===== src/rtl/approx_mult_pkg.sv =====
// Shared definitions for the iterative approximate multiplier.
//   TILE_W        : width of one operand nibble handled by a tile
//   MODE_*        : transaction mode encodings (reserved behaves as exact)
//   state_e       : control FSM states
package approx_mult_pkg;

    localparam int unsigned TILE_W = 4;

    localparam logic [1:0] MODE_EXACT  = 2'b00;
    localparam logic [1:0] MODE_APPROX = 2'b01;
    localparam logic [1:0] MODE_HYBRID = 2'b10;
    localparam logic [1:0] MODE_RSVD   = 2'b11;

    typedef enum logic [1:0] {
        StIdle,
        StBusy,
        StDone
    } state_e;

endpackage


===== src/rtl/approx_tile_4x4.sv =====
// Combinational 4x4 unsigned multiplier tile, exact or compressor-based approximate.
//   a_i, b_i     : 4-bit operands
//   approx_en_i  : 1 selects the approximate partial-product reduction
//   p_o          : 8-bit product
module approx_tile_4x4 (
    input  logic [3:0] a_i,
    input  logic [3:0] b_i,
    input  logic       approx_en_i,
    output logic [7:0] p_o
);

    logic [3:0] pp [4];  // pp[x][y] = a[x] & b[y]
    logic       pr12, g02, pr13, g13, pr03, pr23, g23;
    logic       c3, s3, c4, s4, c6, c7, c8;
    logic [1:0] sum3, sum4, sum5, sum6;
    logic [7:0] approx_p;
    logic [7:0] exact_p;

    always_comb begin
        for (int x = 0; x < 4; x++) begin
            pp[x] = {4{a_i[x]}} & b_i;
        end

        // Symmetric pairs are merged: OR keeps one weight, AND carries the overlap.
        pr12 = pp[1][2] | pp[2][1];
        g02  = pp[0][2] & pp[2][0];
        pr13 = pp[1][3] | pp[3][1];
        g13  = pp[1][3] & pp[3][1];
        pr03 = pp[0][3] | pp[3][0];
        pr23 = pp[2][3] | pp[3][2];
        g23  = pp[2][3] & pp[3][2];

        c6 = pr12 & g02;

        sum3 = 2'(pp[2][2]) + 2'(pr13) + 2'(g13);
        c3   = sum3[1];
        s3   = sum3[0];

        sum4 = 2'(s3) + 2'(pr03) + 2'(c6);
        c7   = sum4[1];

        s4 = pr23 ^ g23;
        c4 = pr23 & g23;

        sum5 = 2'(s4) + 2'(c3) + 2'(c7);
        c8   = sum5[1];

        sum6 = 2'(pp[3][3]) + 2'(c4) + 2'(c8);

        approx_p = {sum6, sum5[0], sum4[0], pr12 ^ g02, pp[1][1],
                    pp[1][0] | pp[0][1], pp[0][0]};
        exact_p  = 8'(a_i) * 8'(b_i);

        p_o = approx_en_i ? approx_p : exact_p;
    end

endmodule


===== src/rtl/approx_mult_iter.sv =====
// Iterative WIDTHxWIDTH unsigned multiplier, one 4x4 tile per clock.
//   clk, rst_n     : clock, asynchronous active-low reset
//   in_valid_i     : operand request        in_ready_o : operands can be accepted
//   in_a_i, in_b_i : operands               in_mode_i  : 00 exact, 01 approx, 10 hybrid, 11 exact
//   out_valid_o    : product valid          out_ready_i: consumer takes product
//   out_p_o        : 2*WIDTH-bit product    out_approx_o: some tile was approximate
// WIDTH must be a non-zero multiple of 4. Product appears NT*NT cycles after acceptance.
module approx_mult_iter
    import approx_mult_pkg::*;
#(
    parameter int unsigned WIDTH       = 8,
    parameter int unsigned APPROX_DIAG = 1
) (
    input  logic                 clk,
    input  logic                 rst_n,
    input  logic                 in_valid_i,
    output logic                 in_ready_o,
    input  logic [WIDTH-1:0]     in_a_i,
    input  logic [WIDTH-1:0]     in_b_i,
    input  logic [1:0]           in_mode_i,
    output logic                 out_valid_o,
    input  logic                 out_ready_i,
    output logic [2*WIDTH-1:0]   out_p_o,
    output logic                 out_approx_o
);

    localparam int unsigned NT    = WIDTH / TILE_W;
    localparam int unsigned T     = NT * NT;
    localparam int unsigned CntW  = (T > 1) ? $clog2(T) : 1;
    localparam int unsigned ProdW = 2 * WIDTH;

    state_e            state_q;
    logic [CntW-1:0]   cnt_q;
    logic [WIDTH-1:0]  a_q, b_q;
    logic [1:0]        mode_q;
    logic [ProdW-1:0]  acc_q;
    logic              approx_q;
    logic              out_valid_q;

    logic              accept;
    logic [CntW-1:0]   i_idx, j_idx;
    int unsigned       tile_pos;
    logic [WIDTH-1:0]  a_shift, b_shift;
    logic [TILE_W-1:0] a_nib, b_nib;
    logic              tile_approx;
    logic [7:0]        tile_p;
    logic [ProdW-1:0]  tile_shifted;

    assign in_ready_o = (state_q == StIdle) || ((state_q == StDone) && out_ready_i);
    assign accept     = in_valid_i && in_ready_o;

    always_comb begin
        // cnt walks B nibbles fastest: cnt = i*NT + j
        i_idx    = cnt_q / CntW'(NT);
        j_idx    = cnt_q % CntW'(NT);
        tile_pos = 32'(i_idx) + 32'(j_idx);

        a_shift = a_q >> (TILE_W * 32'(i_idx));
        b_shift = b_q >> (TILE_W * 32'(j_idx));
        a_nib   = a_shift[TILE_W-1:0];
        b_nib   = b_shift[TILE_W-1:0];

        tile_approx = 1'b0;
        case (mode_q)
            MODE_APPROX:           tile_approx = 1'b1;
            MODE_HYBRID:           tile_approx = (tile_pos < APPROX_DIAG);
            MODE_EXACT, MODE_RSVD: tile_approx = 1'b0;
            default:               tile_approx = 1'b0;
        endcase

        tile_shifted = ProdW'(tile_p) << (TILE_W * tile_pos);
    end

    approx_tile_4x4 u_tile (
        .a_i         (a_nib),
        .b_i         (b_nib),
        .approx_en_i (tile_approx),
        .p_o         (tile_p)
    );

    always_ff @(posedge clk or negedge rst_n) begin
        if (!rst_n) begin
            state_q     <= StIdle;
            cnt_q       <= '0;
            a_q         <= '0;
            b_q         <= '0;
            mode_q      <= MODE_EXACT;
            acc_q       <= '0;
            approx_q    <= 1'b0;
            out_valid_q <= 1'b0;
        end else if (accept) begin
            // Covers both the idle accept and the back-to-back accept from DONE.
            state_q     <= StBusy;
            cnt_q       <= '0;
            a_q         <= in_a_i;
            b_q         <= in_b_i;
            mode_q      <= in_mode_i;
            acc_q       <= '0;
            approx_q    <= 1'b0;
            out_valid_q <= 1'b0;
        end else begin
            case (state_q)
                StBusy: begin
                    acc_q    <= acc_q + tile_shifted;
                    approx_q <= approx_q | tile_approx;
                    cnt_q    <= cnt_q + 1'b1;
                    if (cnt_q == CntW'(T - 1)) begin
                        state_q     <= StDone;
                        out_valid_q <= 1'b1;
                    end
                end
                StDone: begin
                    if (out_ready_i) begin
                        state_q     <= StIdle;
                        out_valid_q <= 1'b0;
                    end
                end
                default: ;
            endcase
        end
    end

    assign out_valid_o  = out_valid_q;
    assign out_p_o      = acc_q;
    assign out_approx_o = approx_q;

endmodule


===== config.mk =====
export PLATFORM = sky130hd
export DESIGN_NAME = approx_mult_iter
export DESIGN_NICKNAME = d
export VERILOG_FILES = /design/src/rtl/approx_mult_pkg.sv /design/src/rtl/approx_tile_4x4.sv /design/src/rtl/approx_mult_iter.sv
export SDC_FILE = /design/constraint.sdc
export NUM_CORES = 1
export LEC_CHECK = 0
export BUFFER_PORTS_ARGS = -buffer_cell sky130_fd_sc_hd__buf_2
export CAP_MARGIN = 40
export CORE_ASPECT_RATIO = 0.9
export CORE_MARGIN = 2
export CORE_UTILIZATION = 56
export DETAILED_ROUTE_END_ITERATION = 8
export GPL_ROUTABILITY_DRIVEN = 0
export PLACE_DENSITY = 0.78
export SLEW_MARGIN = 20
export SYNTH_ARGS = -nofsm -noshare
export SYNTH_HDL_FRONTEND = slang
export SYNTH_SLANG_ARGS = --single-unit

===== constraint.sdc =====
create_clock -name clk -period 5.8 [get_ports clk]
set_input_delay 0.58 -clock clk [delete_from_list [all_inputs] [get_ports clk]]
set_output_delay 0.58 -clock clk [all_outputs]
set_load 0.03 [all_outputs]

=== After elaboration in Yosys (flattened, before gate mapping) ===
Index checks and enable logic that the tools add are counted.

* Register bits: 40
* Input bits: 22
* Output and inout bits: 19
* Logic and storage cells: 74

* Add/sub/neg operators: 11
* Multipliers: 1
* Magnitude comparators: 1
* Eq/ne operators: 8
* Shift operators: 3
* Multiplexer cells: 16
* Bitwise operators: 17
* Reductions and logical operators: 9

{| class="wikitable"
|+ Operators with widths
! cell !! number
|-
| 16-bit 2-to-1 mux || 2
|-
| 16-bit adder || 1
|-
| 4-bit bitwise AND || 4
|-
| 8-bit by 4-bit << shifter with 16-bit output || 1
|-
| 8-bit by 3-bit >> shifter with 4-bit output || 2
|-
| 1-bit by 1-bit adder with 2-bit output || 5
|-
| 2-bit 2-to-1 mux || 5
|-
| 2-bit by 1-bit adder with 2-bit output || 4
|-
| 2-bit equality test (second input constant) || 4
|-
| 4-bit by 4-bit multiplier with 8-bit output || 1
|-
| 8-bit 2-to-1 mux || 1
|-
| 3-bit inequality test (second input constant) || 2
|-
| 1-bit bitwise OR || 6
|-
| 1-bit bitwise AND || 5
|-
| 1-bit 2-to-1 mux || 5
|-
| 2-bit by 1-bit equality test with 1-bit output (second input constant) || 2
|-
| 2-bit logical NOT || 2
|-
| 2-bit one-hot mux with 2 select lines || 1
|-
| 1-bit one-hot mux with 3 select lines || 1
|-
| 3-bit AND reduction || 1
|-
| 3-bit nonzero test || 1
|-
| 2-bit by 1-bit adder with 2-bit output (second input constant) || 1
|-
| 1-bit logical AND || 2
|-
| 2-bit by 1-bit less-than comparator with 1-bit output (second input constant) || 1
|-
| 5 further kinds || 6
|}

=== Longest topological paths before layout ===
* Depth after elaboration: 14
* Mapped depth: 23
* Gate-level depth less buffers: 22

=== Hierarchy ===
From an unflattened synthesis, not the netlist that was laid out.

* Cells, all modules: 346
* Area total of the unflattened synthesis: 3275.6 µm²

{| class="wikitable"
|+ Modules (own cells, without submodules)
! module !! instances !! cells each !! area each (µm²) !! sequential area each (µm²)
|-
| approx_mult_iter || 1 || 259 || 2558.7 || 975.9
|-
| approx_tile_4x4 || 1 || 87 || 716.9 || 0.0
|}

=== Least setup slack after synthesis ===
Ideal clock, no wire load.

* Path kind: register to register
* Start point: reg cnt_q[0]
* End point: reg acc_q[12] (netlist: out_p_o[12])
* Library setup time: 0.136 ns
* Arrival: 4.838 ns
* Required time: 5.664 ns
* Slack: 0.826 ns
* Cell stages (with the launch flop): 21
* Buffers on the path: 1
* Clock period less this slack: 4.974 ns
* Cells stage by stage: dfrtp_1 clkbuf_1 mux2i_1 nor2_1 fa_1 inv_1 fa_1 fa_1 inv_1 fa_1 mux2i_1 mux2i_1 and2_1 ha_1 a21o_1 a211oi_1 a21boi_0 o21bai_1 a21oi_1 xor2_1 o21ai_0

* Longest elaborated chain between the ends: 14
* Elaborated cells on any way between the ends: 34
* Classes of those cells: add/sub: 10; mul: 1; order compare: 1; shift: 2; mux: 4; bitwise: 16

{| class="wikitable"
|+ RTL lines
! item !! line !! source
|-
| start, declared || approx_mult_iter.sv:33 || <nowiki>logic [CntW-1:0] cnt_q;</nowiki>
|-
| start signal, assigned || approx_mult_iter.sv:106 || <nowiki>cnt_q <= cnt_q + 1'b1;</nowiki>
|-
| 8-bit by 3-bit >> shifter with 4-bit output || approx_mult_iter.sv:59 || <nowiki>b_shift = b_q >> (TILE_W * 32'(j_idx));</nowiki>
|-
| 4-bit bitwise AND || approx_tile_4x4.sv:21 || <nowiki>pp[x] = {4{a_i[x]}} & b_i;</nowiki>
|-
| 1-bit bitwise OR || approx_tile_4x4.sv:27 || <nowiki>pr13 = pp[1][3] | pp[3][1];</nowiki>
|-
| 1-bit by 1-bit adder with 2-bit output || approx_tile_4x4.sv:35 || <nowiki>sum3 = 2'(pp[2][2]) + 2'(pr13) + 2'(g13);</nowiki>
|-
| 2-bit by 1-bit adder with 2-bit output || approx_tile_4x4.sv:35 ||
|-
| 1-bit by 1-bit adder with 2-bit output || approx_tile_4x4.sv:39 || <nowiki>sum4 = 2'(s3) + 2'(pr03) + 2'(c6);</nowiki>
|-
| 2-bit by 1-bit adder with 2-bit output || approx_tile_4x4.sv:39 ||
|-
| 2-bit by 1-bit adder with 2-bit output || approx_tile_4x4.sv:45 || <nowiki>sum5 = 2'(s4) + 2'(c3) + 2'(c7);</nowiki>
|-
| 2-bit by 1-bit adder with 2-bit output || approx_tile_4x4.sv:48 || <nowiki>sum6 = 2'(pp[3][3]) + 2'(c4) + 2'(c8);</nowiki>
|-
| 8-bit 2-to-1 mux || approx_tile_4x4.sv:54 || <nowiki>p_o = approx_en_i ? approx_p : exact_p;</nowiki>
|-
| 8-bit by 4-bit << shifter with 16-bit output * || approx_mult_iter.sv:71 || <nowiki>tile_shifted = ProdW'(tile_p) << (TILE_W * tile_pos);</nowiki>
|-
| 16-bit adder * || approx_mult_iter.sv:104 || <nowiki>acc_q <= acc_q + tile_shifted;</nowiki>
|-
| 16-bit 2-to-1 mux * || approx_mult_iter.sv:102 || <nowiki>case (state_q)</nowiki>
|-
| 16-bit 2-to-1 mux * || approx_mult_iter.sv:91 || <nowiki>end else if (accept) begin</nowiki>
|-
| end signal, assigned || approx_mult_iter.sv:104 ||
|-
| end, declared || approx_mult_iter.sv:36 || <nowiki>logic [ProdW-1:0] acc_q;</nowiki>
|}

Every way passes the cells marked *; elsewhere a longest branch is shown, timed or not. The select of a mux whose other input is x is not followed.
A chain may end at the register's enable or synchronous reset.

=== Worst setup path after layout ===
* Start point: reg cnt_q[1]
* End point: reg acc_q[12] (netlist: out_p_o[12])

* Longest elaborated chain between the ends: 14
* Elaborated cells on any way between the ends: 34
* Classes of those cells: add/sub: 10; mul: 1; order compare: 1; shift: 2; mux: 4; bitwise: 16

{| class="wikitable"
|+ RTL lines
! item !! line !! source
|-
| 8-bit by 3-bit >> shifter with 4-bit output || approx_mult_iter.sv:58 || <nowiki>a_shift = a_q >> (TILE_W * 32'(i_idx));</nowiki>
|-
| 4-bit bitwise AND || approx_tile_4x4.sv:21 ||
|-
| 1-bit bitwise OR || approx_tile_4x4.sv:27 ||
|-
| 1-bit by 1-bit adder with 2-bit output || approx_tile_4x4.sv:35 ||
|-
| 2-bit by 1-bit adder with 2-bit output || approx_tile_4x4.sv:35 ||
|-
| 1-bit by 1-bit adder with 2-bit output || approx_tile_4x4.sv:39 ||
|-
| 2-bit by 1-bit adder with 2-bit output || approx_tile_4x4.sv:39 ||
|-
| 2-bit by 1-bit adder with 2-bit output || approx_tile_4x4.sv:45 ||
|-
| 2-bit by 1-bit adder with 2-bit output || approx_tile_4x4.sv:48 ||
|-
| 8-bit 2-to-1 mux || approx_tile_4x4.sv:54 ||
|-
| 8-bit by 4-bit << shifter with 16-bit output * || approx_mult_iter.sv:71 ||
|-
| 16-bit adder * || approx_mult_iter.sv:104 ||
|-
| 16-bit 2-to-1 mux * || approx_mult_iter.sv:102 ||
|-
| 16-bit 2-to-1 mux * || approx_mult_iter.sv:91 ||
|}

Marked as above.

==> flow_metrics.env <==
export IMPL_outcome="finished, final reports clean"
export IMPL_vias=2543
export IMPL_fillers=416
export IMPL_maxCapViolCount=0
export IMPL_slew_headroom=0.613
export IMPL_ys_flop_type="dfrtp_1"
export IMPL_dp_hpwl_mm=5.43
export IMPL_row_count=25
export IMPL_die_y_um=74.5
export IMPL_cts_root_buf="clkbuf_8"
export IMPL_slew_violations=0
export IMPL_period_share=0.921
export IMPL_ys_types=45
export IMPL_antenna_found_initial=0
export IMPL_io_buffers=40
export IMPL_clock_skew_ns=0.00884
export IMPL_grt_pass1_vias=2540
export IMPL_worst_pin_slew_ns=0.580
export IMPL_setup_viol=0
export IMPL_path_cells="mux2i_2 > nor2_1 > fa_1 > inv_1 > fa_1 > fa_1 > inv_1 > fa_1 > mux2i_1 > mux2i_1 > and2_1 > ha_1 > a21o_1 > a211oi_1 > a21boi_0 > o21bai_1 > a21oi_1 > xor2_1 > o21ai_0"
export IMPL_clkTransAtPathRegs_ns=0.08
export IMPL_drt_iter0_drc=193
export IMPL_pre_cts_ws_ns=0.480
export IMPL_diodes=0
export IMPL_syn_area_per_cell_um2=9.20
export IMPL_async_flop_share=1.00
export IMPL_syn_nets=398
export IMPL_final_core_util=0.663
export IMPL_core_area_um2=5290
export IMPL_critPathCaptureType="flip-flop"
export IMPL_critPathMaxStageDelay_ns=0.57
export IMPL_slowest_stage="fa_1"
export IMPL_die_w_um=82.3
export IMPL_cp_start_kind="flip-flop"
export IMPL_grt_pass1_wl_mm=11.9
export IMPL_num_io_pins=41
export IMPL_final_nets=436
export IMPL_dr_pass1_iters=5
export IMPL_synth_top_cells_by_area="dfrtp_1 (32%), ha_1 (13%), mux2_2 (6.6%)"
export IMPL_cts_tree="yes"
export IMPL_synth_edf_count=0
export IMPL_drc=0
export IMPL_worstPathMaxFanout=6
export IMPL_cts_setup_buffers=0
export IMPL_start_util=0.585
export IMPL_required_ns=5.99
export IMPL_area_growth_pct=13.4
export IMPL_overflow=0
export IMPL_h_tree_depth=2
export IMPL_crit_top_cell="fa_1"
export IMPL_ff_latch_area_um2=977
export IMPL_ant_nets=0
export IMPL_yosysMostFrequentCell="dfrtp_1"
export IMPL_r2r_start="cnt_q[1]$_DFFE_PN0P_"
export IMPL_clk_latency_ns=0.30
export IMPL_postLayoutSetupSlackWorst_ns=0.458
export IMPL_hp_class="primary input to asynchronous set/reset pin"
export IMPL_grt_max_degree=25
export IMPL_synthCells=336
export IMPL_synth_top_area_cell="dfrtp_1"
export IMPL_synth_top_area_share=0.316
export IMPL_cp_arrival_ns=5.53
export IMPL_rsz0062_at_grt="no"
export IMPL_fin_crit_ns=5.34
export IMPL_grt_usage=0.256
export IMPL_wl_per_cell_um=15.6
export IMPL_multiInputGateArea_um2=2000
export IMPL_ys_seq_area_frac=0.316
export IMPL_synth_seq_cells=39
export IMPL_avgViaCountPerCell=5.75
export IMPL_cts_sinks=39
export IMPL_dieArea_um2=6130
export IMPL_clockBufferDepth=2
export IMPL_finalHoldViolCount=0
export IMPL_yosysWarnings=0
export IMPL_yosys_top_cells_count="dfrtp_1 (39), nand2_1 (34), ha_1 (32), nor2_1 (30), o21ai_0 (20)"
export IMPL_cts_buffers=5
export IMPL_layout_drive_gt1_share=0.232
export IMPL_synth_area_um2=3090
export IMPL_fmax_mhz=187
export IMPL_path_class="flip-flop to flip-flop"
export IMPL_routed_wl_mm=6.90
export IMPL_startpoint="cnt_q[1]$_DFFE_PN0P_"
export IMPL_fin_setup_tns_ns=0
## path summary, 6_finish.rpt
kind	to	slack [ns]	cells after the start
setup / recovery	out_p_o[12]$_DFFE_PN0P_	0.46	19
min in group clk	mode_q[0]$_DFFE_PN0P_	0.50	3
hold reg to reg	a_q[7]$_DFFE_PN0P_	0.52	1
max in group asynchronous	out_p_o[14]$_DFFE_PN0P_	5.14	2
setup reg to reg	out_p_o[12]$_DFFE_PN0P_	0.46	19
hold / removal	a_q[3]$_DFFE_PN0P_	0.20	1
## placed cells by master, fill, tap and decap left out, drive strengths merged, types with 5 or more instances in the layout
| cell | count |
|---|---|
| o22ai | 14 |
| nor3 | 8 |
| or2 | 5 |
| xnor2 | 6 |
| clkbuf | 5 |
| o21bai | 6 |
| a21oi | 19 |
| a211oi | 7 |
| and2 | 6 |
| dfrtp | 39 |
| fa | 8 |
| o21ai | 20 |
| buf | 44 |
| a21o | 7 |
| mux2 | 18 |
| nand2 | 34 |
| inv | 20 |
| xor2 | 7 |
| mux2i | 11 |
| ha | 32 |
| nor2 | 30 |
## per-layer routing
layer | GRT usage | share of wire | vias to the layer above
li1 | - | - | 1267
met1 | 0.372 | 0.50 | 1206
met2 | 0.402 | 0.45 | 60
met3 | 0.0413 | 0.046 | 10
met4 | 0.0611 | 0.010 | 0
met5 | 0 | 0 | -
## repair_timing
item / 4_1_cts / 5_1_grt
endpoints found under the setup margin: 0 / 2
gates resized for setup: 0 / 6
hold buffers: 0 / 0
## cell type report
type / count / share of cell area
timing repair buffer: 44 / 0.0728
clock inverter: 3 / 0.0132
inverter: 19 / 0.0203
multi-input combinational: 265 / 0.571
clock buffer: 5 / 0.0196
tap: 67 / 0.0239
sequential: 39 / 0.279
## worst max-delay path: cells and delay by family (launching register included)
family	cells	cell delay, ns
adder cells (fa/ha/maj)	5	2.18
AO/OA/AOI/OAI	6	1.22
multiplexers	3	0.70
buffers and inverters	2	0.14
XOR/XNOR	1	0.15
AND/OR/NAND/NOR	2	0.30
flip-flops	1	0.53
## flip-flops by register name, indices dropped and copies added, names as in the netlist
| register | count |
|---|---|
| state_q | 2 |
| cnt_q | 2 |
| out_p_o | 16 |
| b_q | 8 |
| out_approx_o | 1 |
| mode_q | 2 |
| a_q | 8 |
## cell families after synthesis
kind of cell | after synthesis | synth area share
AOI/OAI and AO/OA | 84 | 0.174
xor gates and xnor gates | 13 | 0.0368
adders and majority gates | 40 | 0.181
buffers and inverters | 32 | 0.0421
DFF | 39 | 0.316
muxes | 29 | 0.101
and+or+nand+nor | 99 | 0.149
## per-stage QoR
step / hold WS, ns / cells / area [µm²]
floorplan: 0.284 / 336 / 3090
global placement: 0.495 / 431 / 3320
detailed placement: 0.495 / 433 / 3370
CTS: 0.208 / 441 / 3480
global route: 0.215 / 442 / 3510
finish: 0.201 / 442 / 3510
Power is left out: the tool's default activity adds up to more than one toggle a clock period on the data nets, which glitch-free logic cannot reach.
